`config.mk`:
```
export PLATFORM = sky130hd
export DESIGN_NAME = mac_operand_sequencer_flat
export DESIGN_NICKNAME = d
export VERILOG_FILES = /design/src/rtl/mac_operand_sequencer_if.sv /design/src/rtl/mac_operand_sequencer.sv /design/src/flat_wrapper.sv
export SDC_FILE = /design/constraint.sdc
export NUM_CORES = 1
export LEC_CHECK = 0
export BUFFER_PORTS_ARGS = -buffer_cell sky130_fd_sc_hd__buf_2
export CORE_ASPECT_RATIO = 0.7
export CORE_MARGIN = 10
export CORE_UTILIZATION = 40
export CTS_CLUSTER_SIZE = 20
export DETAILED_ROUTE_END_ITERATION = 10
export PLACE_DENSITY_LB_ADDON = 0.15
export SKIP_LAST_GASP = 1
export SLEW_MARGIN = 30
export SYNTH_ARGS = -nofsm -noshare
export SYNTH_HDL_FRONTEND = slang
export SYNTH_SLANG_ARGS = --single-unit
```
`constraint.sdc`:
```
create_clock -name clk -period 2.9 [get_ports clk]
set_input_delay 0.145 -clock clk [delete_from_list [all_inputs] [get_ports clk]]
set_output_delay 0.145 -clock clk [all_outputs]
set_load 0.05 [all_outputs]
```
`src/rtl/mac_operand_sequencer_if.sv`:
```
// mac_operand_sequencer_if
// Bundles the signals around one MAC operand sequencer: command (start/len/busy),
// the shared operand-memory read port, the MAC operand/accumulator port, and the
// valid/ready result port.
// Modports:
//   master - the sequencer itself (drives rd_*, mac_*, res_valid/res_data, busy)
//   slave  - the surrounding environment (controller, memories, MAC, consumer)
// Build option MAC_SEQ_BASE_EN: adds x_base/w_base command inputs and replaces
// the shared rd_addr with independent x_addr/w_addr read addresses.
interface mac_operand_sequencer_if #(
    parameter int DATA_W = 8,
    parameter int ACC_W  = 16,
    parameter int ADDR_W = 4
) ();
    logic              start;
    logic [ADDR_W:0]   len;
    logic              busy;
    logic              rd_en;
`ifdef MAC_SEQ_BASE_EN
    logic [ADDR_W-1:0] x_base;
    logic [ADDR_W-1:0] w_base;
    logic [ADDR_W-1:0] x_addr;
    logic [ADDR_W-1:0] w_addr;
`else
    logic [ADDR_W-1:0] rd_addr;
`endif
    logic [DATA_W-1:0] x_rdata;
    logic [DATA_W-1:0] w_rdata;
    logic              mac_clr;
    logic              mac_en;
    logic [DATA_W-1:0] mac_x;
    logic [DATA_W-1:0] mac_w;
    logic [ACC_W-1:0]  mac_acc;
    logic              res_valid;
    logic              res_ready;
    logic [ACC_W-1:0]  res_data;

`ifdef MAC_SEQ_BASE_EN
    modport master (
        input  start, len, x_base, w_base, x_rdata, w_rdata, mac_acc, res_ready,
        output busy, rd_en, x_addr, w_addr, mac_clr, mac_en, mac_x, mac_w,
               res_valid, res_data
    );
    modport slave (
        output start, len, x_base, w_base, x_rdata, w_rdata, mac_acc, res_ready,
        input  busy, rd_en, x_addr, w_addr, mac_clr, mac_en, mac_x, mac_w,
               res_valid, res_data
    );
`else
    modport master (
        input  start, len, x_rdata, w_rdata, mac_acc, res_ready,
        output busy, rd_en, rd_addr, mac_clr, mac_en, mac_x, mac_w,
               res_valid, res_data
    );
    modport slave (
        output start, len, x_rdata, w_rdata, mac_acc, res_ready,
        input  busy, rd_en, rd_addr, mac_clr, mac_en, mac_x, mac_w,
               res_valid, res_data
    );
`endif
endinterface

```
`src/rtl/mac_operand_sequencer.sv`:
```
// mac_operand_sequencer
// Initiator side of the MAC operand interface. On an accepted start it reads
// len (x, w) pairs from two synchronous-read operand memories, one pair per
// cycle, registers them into the MAC operand inputs, then captures the final
// accumulator and offers it on a valid/ready result port.
// Ports:
//   clk    - clock, rising edge
//   reset  - synchronous, active-high
//   bus    - mac_operand_sequencer_if.master:
//            start/len in, busy out          (command)
//            rd_en/rd_addr out, x/w_rdata in (operand memories, 1-cycle read)
//            mac_clr/mac_en/mac_x/mac_w out, mac_acc in (MAC unit)
//            res_valid/res_data out, res_ready in (result consumer)
// Build option MAC_SEQ_BASE_EN: x_base/w_base are latched with start and the
// memories are addressed through x_addr = x_base + index and
// w_addr = w_base + index (modulo 2**ADDR_W) instead of rd_addr.
module mac_operand_sequencer #(
    parameter int DATA_W = 8,
    parameter int ACC_W  = 16,
    parameter int ADDR_W = 4
) (
    input logic                    clk,
    input logic                    reset,
    mac_operand_sequencer_if.master bus
);

    localparam logic [1:0] S_IDLE   = 2'd0;
    localparam logic [1:0] S_RUN    = 2'd1;
    localparam logic [1:0] S_FLUSH  = 2'd2;
    localparam logic [1:0] S_RESULT = 2'd3;

    localparam logic [ADDR_W:0] MAX_LEN = {1'b1, {ADDR_W{1'b0}}};
    localparam logic [ADDR_W:0] LEN_ONE = {{ADDR_W{1'b0}}, 1'b1};

    logic [1:0]        state;
    logic [ADDR_W-1:0] idx;
    logic [ADDR_W-1:0] last_idx;
    logic              rd_valid;
    logic              mac_en_q;
    logic [DATA_W-1:0] mac_x_q;
    logic [DATA_W-1:0] mac_w_q;
    logic              res_valid_q;
    logic [ACC_W-1:0]  res_data_q;
    logic [ADDR_W:0]   len_clamped;
    logic [ADDR_W:0]   len_minus_one;
    logic              accept;
`ifdef MAC_SEQ_BASE_EN
    logic [ADDR_W-1:0] x_base_q;
    logic [ADDR_W-1:0] w_base_q;
`endif

    // Lengths beyond the memory depth are clamped so the index never wraps
    // inside one operation; the stored value is the last index to issue.
    always_comb begin
        len_clamped   = (bus.len > MAX_LEN) ? MAX_LEN : bus.len;
        len_minus_one = len_clamped - LEN_ONE;
        accept        = (state == S_IDLE) && bus.start && (bus.len != '0);
    end

    // Control and datapath. rd_valid marks memory data arriving this cycle;
    // it becomes mac_en one cycle later, alongside the registered operands.
    // FLUSH waits until both pipeline stages are empty, which also gives the
    // MAC one cycle to register its last product before mac_acc is sampled.
    always_ff @(posedge clk) begin
        if (reset) begin
            state       <= S_IDLE;
            idx         <= '0;
            last_idx    <= '0;
            rd_valid    <= 1'b0;
            mac_en_q    <= 1'b0;
            mac_x_q     <= '0;
            mac_w_q     <= '0;
            res_valid_q <= 1'b0;
            res_data_q  <= '0;
`ifdef MAC_SEQ_BASE_EN
            x_base_q    <= '0;
            w_base_q    <= '0;
`endif
        end else begin
            rd_valid <= (state == S_RUN);
            mac_en_q <= rd_valid;
            if (rd_valid) begin
                mac_x_q <= bus.x_rdata;
                mac_w_q <= bus.w_rdata;
            end

            case (state)
                S_IDLE: begin
                    if (accept) begin
                        last_idx <= len_minus_one[ADDR_W-1:0];
                        idx      <= '0;
`ifdef MAC_SEQ_BASE_EN
                        x_base_q <= bus.x_base;
                        w_base_q <= bus.w_base;
`endif
                        state    <= S_RUN;
                    end
                end
                S_RUN: begin
                    if (idx == last_idx) begin
                        idx   <= '0;
                        state <= S_FLUSH;
                    end else begin
                        idx <= idx + ADDR_W'(1);
                    end
                end
                S_FLUSH: begin
                    if (!rd_valid && !mac_en_q) begin
                        res_data_q  <= bus.mac_acc;
                        res_valid_q <= 1'b1;
                        state       <= S_RESULT;
                    end
                end
                S_RESULT: begin
                    if (bus.res_ready) begin
                        res_valid_q <= 1'b0;
                        state       <= S_IDLE;
                    end
                end
                default: state <= S_IDLE;
            endcase
        end
    end

    // The MAC clear coincides with the first read (index 0), two cycles
    // ahead of the first mac_en, so the two never overlap.
    assign bus.busy      = (state != S_IDLE);
    assign bus.rd_en     = (state == S_RUN);
    assign bus.mac_clr   = (state == S_RUN) && (idx == '0);
    assign bus.mac_en    = mac_en_q;
    assign bus.mac_x     = mac_x_q;
    assign bus.mac_w     = mac_w_q;
    assign bus.res_valid = res_valid_q;
    assign bus.res_data  = res_data_q;
`ifdef MAC_SEQ_BASE_EN
    assign bus.x_addr    = x_base_q + idx;
    assign bus.w_addr    = w_base_q + idx;
`else
    assign bus.rd_addr   = idx;
`endif

endmodule

```
`src/flat_wrapper.sv`:
```
// flat-port wrapper written by rule: the top's interface ports become plain ports
module mac_operand_sequencer_flat 
#(
    parameter int DATA_W = 8,
    parameter int ACC_W  = 16,
    parameter int ADDR_W = 4
)
  (clk, reset, bus_start, bus_len, bus_x_rdata, bus_w_rdata, bus_mac_acc, bus_res_ready, bus_busy, bus_rd_en, bus_rd_addr, bus_mac_clr, bus_mac_en, bus_mac_x, bus_mac_w, bus_res_valid, bus_res_data);
  mac_operand_sequencer_if #(.DATA_W(DATA_W), .ACC_W(ACC_W), .ADDR_W(ADDR_W)) bus_i ();
  input logic clk;
  input logic reset;
  input wire logic [$bits(bus_i.start)-1:0] bus_start;
  input wire logic [$bits(bus_i.len)-1:0] bus_len;
  input wire logic [$bits(bus_i.x_rdata)-1:0] bus_x_rdata;
  input wire logic [$bits(bus_i.w_rdata)-1:0] bus_w_rdata;
  input wire logic [$bits(bus_i.mac_acc)-1:0] bus_mac_acc;
  input wire logic [$bits(bus_i.res_ready)-1:0] bus_res_ready;
  output wire logic [$bits(bus_i.busy)-1:0] bus_busy;
  output wire logic [$bits(bus_i.rd_en)-1:0] bus_rd_en;
  output wire logic [$bits(bus_i.rd_addr)-1:0] bus_rd_addr;
  output wire logic [$bits(bus_i.mac_clr)-1:0] bus_mac_clr;
  output wire logic [$bits(bus_i.mac_en)-1:0] bus_mac_en;
  output wire logic [$bits(bus_i.mac_x)-1:0] bus_mac_x;
  output wire logic [$bits(bus_i.mac_w)-1:0] bus_mac_w;
  output wire logic [$bits(bus_i.res_valid)-1:0] bus_res_valid;
  output wire logic [$bits(bus_i.res_data)-1:0] bus_res_data;
  assign bus_i.start = bus_start;
  assign bus_i.len = bus_len;
  assign bus_i.x_rdata = bus_x_rdata;
  assign bus_i.w_rdata = bus_w_rdata;
  assign bus_i.mac_acc = bus_mac_acc;
  assign bus_i.res_ready = bus_res_ready;
  assign bus_busy = bus_i.busy;
  assign bus_rd_en = bus_i.rd_en;
  assign bus_rd_addr = bus_i.rd_addr;
  assign bus_mac_clr = bus_i.mac_clr;
  assign bus_mac_en = bus_i.mac_en;
  assign bus_mac_x = bus_i.mac_x;
  assign bus_mac_w = bus_i.mac_w;
  assign bus_res_valid = bus_i.res_valid;
  assign bus_res_data = bus_i.res_data;
  mac_operand_sequencer #(.DATA_W(DATA_W), .ACC_W(ACC_W), .ADDR_W(ADDR_W)) u_core (.clk(clk), .reset(reset), .bus(bus_i));
endmodule
```
Yosys cells after proc, flatten, opt, wreduce, memory -nomap -nowiden. Cells that the tools add are included. Widths: inputs -> output; s select.

Register bits: 45. Bits of input ports: 41. Output and inout port bits: 41.

Add/subtract/negate cells: 2. Magnitude comparators: 1. Equality and inequality tests: 8. Multiplexer cells: 12. Reductions and logical operators: 17.

Operators with widths (count): $mux 4 (3); $mux 2 (4); $pmux 2 s4 (1); $pmux 4 s2 (1); $ne 2x1->1 const B (3); $reduce_and 2->1 (3); $reduce_bool 2->1 (3); $gt 5x5->1 const B (1); $reduce_bool 5->1 (1); $add 4x1->4 const B (1); $eq 2x2->1 const B (2); $eq 4x4->1 (1); $logic_and 1x1->1 (4); $logic_not 4->1 (1); $reduce_and 4->1 (1); $sub 4x1->4 const B (1); $reduce_and 3->1 (1); $eq 2x1->1 const B (1); $logic_not 1->1 (2); $logic_not 2->1 (1); $mux 1 (2); $ne 2x2->1 const B (1); $pmux 1 s2 (1).

Logic depth before layout (Yosys ltp).
Depth after elaboration: 5. Depth in mapped cells: 7.

Least setup slack after synthesis. Ideal clock, no wire load.

Path type: register to output. Start point: register u_core.state[1]. End point: output port bus_mac_clr. Data arrival time: 2.094 ns. Required time: 2.755 ns. Slack: 0.661 ns. Cell stages (with the launch flop): 5. Path through: dfxtp_1 -> inv_1 -> ha_1 -> nand2_1 -> nor3_1.

Cells in the longest elaborated chain, start to end: 2.

RTL lines: from (decl) (RTL line mac_operand_sequencer.sv:35) `logic [1:0] state;`; from (signal assigned) (RTL line mac_operand_sequencer.sv:66) `state <= S_IDLE;`; from (signal assigned) (RTL line mac_operand_sequencer.sv:96) `state <= S_RUN;`; from (signal assigned) (RTL line mac_operand_sequencer.sv:102) `state <= S_FLUSH;`; $eq 2x1->1; net bus_rd_en (RTL line flat_wrapper.sv:19) `output wire logic [$bits(bus_i.rd_en)-1:0] bus_rd_en;`; $logic_and 1x1->1 (RTL line mac_operand_sequencer.sv:129) `assign bus.mac_clr = (state == S_RUN) && (idx == '0);`; to (decl) (RTL line flat_wrapper.sv:21) `output wire logic [$bits(bus_i.mac_clr)-1:0] bus_mac_clr;`.

The timed path passes the listed nets, and every way through them passes these cells.

Final worst setup path.
Start point: register u_core.state[1]. End point: output port bus_mac_clr.

Cells in the longest elaborated chain, start to end: 2.

RTL lines (RTL line): $eq 2x1->1 (mac_operand_sequencer.sv:129); $logic_and 1x1->1 (mac_operand_sequencer.sv:129).

Every way passes these cells.

==> impl_metrics.env <==
export IMPL_fin_cells=362
export IMPL_grt_ovfl_total=0
export IMPL_finClkSkew_ns=0.00222
export IMPL_firstDrtPassIters=4
export IMPL_numCtsBuffers=5
export IMPL_vias=1670
export IMPL_timing_fmax_mhz=586
export IMPL_routed_wl_um=4910
export IMPL_tns_ns=0
export IMPL_slew_violations=0
export IMPL_clockBufferDepth=2
export IMPL_yosysWarnings=0
export IMPL_vias_per_cell=4.61
export IMPL_finalCritPeriodShare=0.589
export IMPL_power_density_nw_per_um2=940
export IMPL_max_vdd_ir_drop_v=0.000330
export IMPL_worstReg2RegStart="u_core.state[0]"
export IMPL_setup_ws_ns=1.19
export IMPL_reg2reg_depth=6
export IMPL_required_ns=2.76
export IMPL_ys_types=41
export IMPL_clock_sinks=45
export IMPL_wl_per_cell_um=13.6
export IMPL_p_comb_frac=0.454
export IMPL_total_power_mw=2.39
export IMPL_grt_max_degree=48
export IMPL_pwr_share_seq=0.342
export IMPL_placed_area_um2=2430
export IMPL_hold_slack_ns=0.0860
export IMPL_core_um2=4810
export IMPL_dpl_cell_count=354
export IMPL_criticalPathCategory="register to output port"
export IMPL_drc_errors=0
export IMPL_power_switching_mw=1.05
export IMPL_rsz0062_at_grt="false"
export IMPL_cts_setup_buffers=0
export IMPL_critPathMaxFanout=6
export IMPL_root_buffer="clkbuf_8"
export IMPL_n_fill_cell=492
export IMPL_final_common_cell="buf_2"
export IMPL_tightest_slew_ns=0.871
export IMPL_maxCapViolCount=0
export IMPL_syn_inst=215
export IMPL_ant_nets=0
export IMPL_layout_nets=341
export IMPL_leakage_nw=1.14
export IMPL_grt_pass1_vias=1692
export IMPL_dr_first_iter_drc_count=55
export IMPL_holdPathEnd="u_core.bus.res_data[2]"
export IMPL_setup_viol=0
export IMPL_die_width_um=104
export IMPL_grt_use_met1=0.141
export IMPL_path_clk_slew_ns=0.08
export IMPL_cts_repair_resized=0
export IMPL_io_pins=82
export IMPL_hold_path_depth=3
export IMPL_met2_usage=0.176
export IMPL_min_from="bus_mac_acc[2]"
export IMPL_hp_class="primary input to register"
export IMPL_top_usage_layer="met2"
export IMPL_antenna_found_initial=0
export IMPL_status="complete, no violations"
export IMPL_layout_drive_gt1_share=0.345
export IMPL_dp_slack_ns=1.33
export IMPL_grt_first_pass_wirelength_um=8040
export IMPL_hold_viol=0
export IMPL_r2r_slack_ns=1.31
export IMPL_clock_latency_ns=0.29
export IMPL_fin_util=0.529
export IMPL_cts_max_level=2
export IMPL_min_period_ns=1.71
export IMPL_die_y_um=79.1
export IMPL_die_area_um2=8260
export IMPL_start_util=0.415
export IMPL_relSlewSlack=0.419
export IMPL_syn_to_final_growth_pct=27.5
export IMPL_layout_common_cells="81 x buf_2, 45 x dfxtp_1, 40 x nand2_1, 20 x nor2_1, 19 x mux2i_1"
export IMPL_cts_tree="built"
export IMPL_grt_usage=0.115
export IMPL_worstPathArrival_ns=1.56
export IMPL_start_kind="register"
export IMPL_portBuffers=81
export IMPL_swShare=0.441
export IMPL_power_share_clock=0.204
export IMPL_num_antenna_cells=0
export IMPL_synth_area_um2=1990
export IMPL_core_rowCount=21
export IMPL_fin_area_um2=2540
export IMPL_yosysSeqAreaShare=0.452
export IMPL_grt_util_met3=0.0589
export IMPL_end_kind="output port"
export IMPL_r2r_end="u_core.bus.rd_addr[0]"
export IMPL_hpwlAfterDp_um=3700
export IMPL_gp_congestion=0.760
export IMPL_syn_nets=264
export IMPL_syn_avg_cell_area_um2=9.28
export IMPL_synth_seq_cells=45
export IMPL_power_internal_mw=1.34
export IMPL_hold_buffers=0
## state kept, by name, indices dropped and copies added, names as in the netlist
signal,count
u_core.bus.rd_addr,4
u_core.bus.mac_x,8
u_core.state,2
u_core.bus.res_valid,1
u_core.bus.mac_w,8
u_core.bus.res_data,16
u_core.last_idx,4
u_core.rd_valid,1
u_core.bus.mac_en,1
## synthesized netlist by cell type, drive strengths merged
cell,n,area [um^2]
dfxtp,45,901
nand2,40,150
nor2,21,81.3
a21oi,19,98.9
mux2i,19,190
ha,8,100
clkbuf,7,27.5
a211oi,6,55.1
inv,6,22.5
buf,5,40.0
nand2b,4,25.0
xor2,4,35.0
a21o,3,22.5
nand3,3,15.0
nor2b,3,18.8
nor3,3,20.0
and2,2,13.8
o21ai,2,10.0
o311ai,2,32.5
a22oi,1,7.51
and2b,1,7.51
and3,1,6.26
nor4,1,12.5
o211ai,1,7.51
o21bai,1,7.51
o221ai,1,8.76
o31a,1,17.5
o31ai,1,21.3
o41a,1,11.3
or2b,1,7.51
or3,1,11.3
xnor2,1,8.76
## cell families (layout without fill, tap and decap cells)
logic type      Yosys count  in the layout  synth area share
compound gates           39             39             0.151
buf+inv                  18             96            0.0452
flops                    45             45             0.452
mux                      19             19            0.0954
xor+xnor                  5              5            0.0220
fa+ha+maj                 8              8            0.0502
simple gates             81             81             0.185
## how the worst max path moves through the flow
stage	startpoint	endpoint	slack, ns	cells after the start
after detailed placement	u_core.state[0]	u_core.bus.rd_addr[0]	1.33	6
after floorplan	u_core.state[1]	bus_mac_clr	0.66	4
after CTS	u_core.state[1]	bus_mac_clr	1.18	5
after global placement	u_core.state[0]	u_core.bus.rd_addr[0]	1.33	6
after global routing	u_core.state[1]	bus_mac_clr	1.10	5
final	u_core.state[1]	bus_mac_clr	1.19	5
## metal layers
layer | vias up | wire [um]
met4 | 0 | 24
met1 | 741 | 2360
met5 | - | 0
met3 | 2 | 468
li1 | 874 | -
met2 | 53 | 2070
## power groups by stage
stage / clock network (mW) / logic, mW / registers, mW
finish: 0.489 / 1.09 / 0.817
CTS: 0.502 / 1.10 / 0.816
floorplan: 0 / 0.567 / 1.12
global placement: 0 / 1.09 / 0.828
detailed placement: 0 / 1.09 / 0.829
global route: 0.526 / 1.18 / 0.831
## worst max-delay path, cell delays in order (launching register included)
cell and delay, ns:
dfxtp_1 0.35, inv_1 0.11, ha_1 0.30, nand2_1 0.08, nor3_1 0.14, buf_2 0.29
## final cells by class
cell class,instances,area (um^2),area share
Multi-Input combinational cell,152,1000,0.395
Sequential cell,45,901,0.354
Timing Repair Buffer,82,413,0.162
Clock buffer,7,86.3,0.0340
Tap cell,69,86.3,0.0340
Clock inverter,1,30.0,0.0118
Inverter,6,22.5,0.00886
No activity file was read; power rests on OpenSTA's default activity.
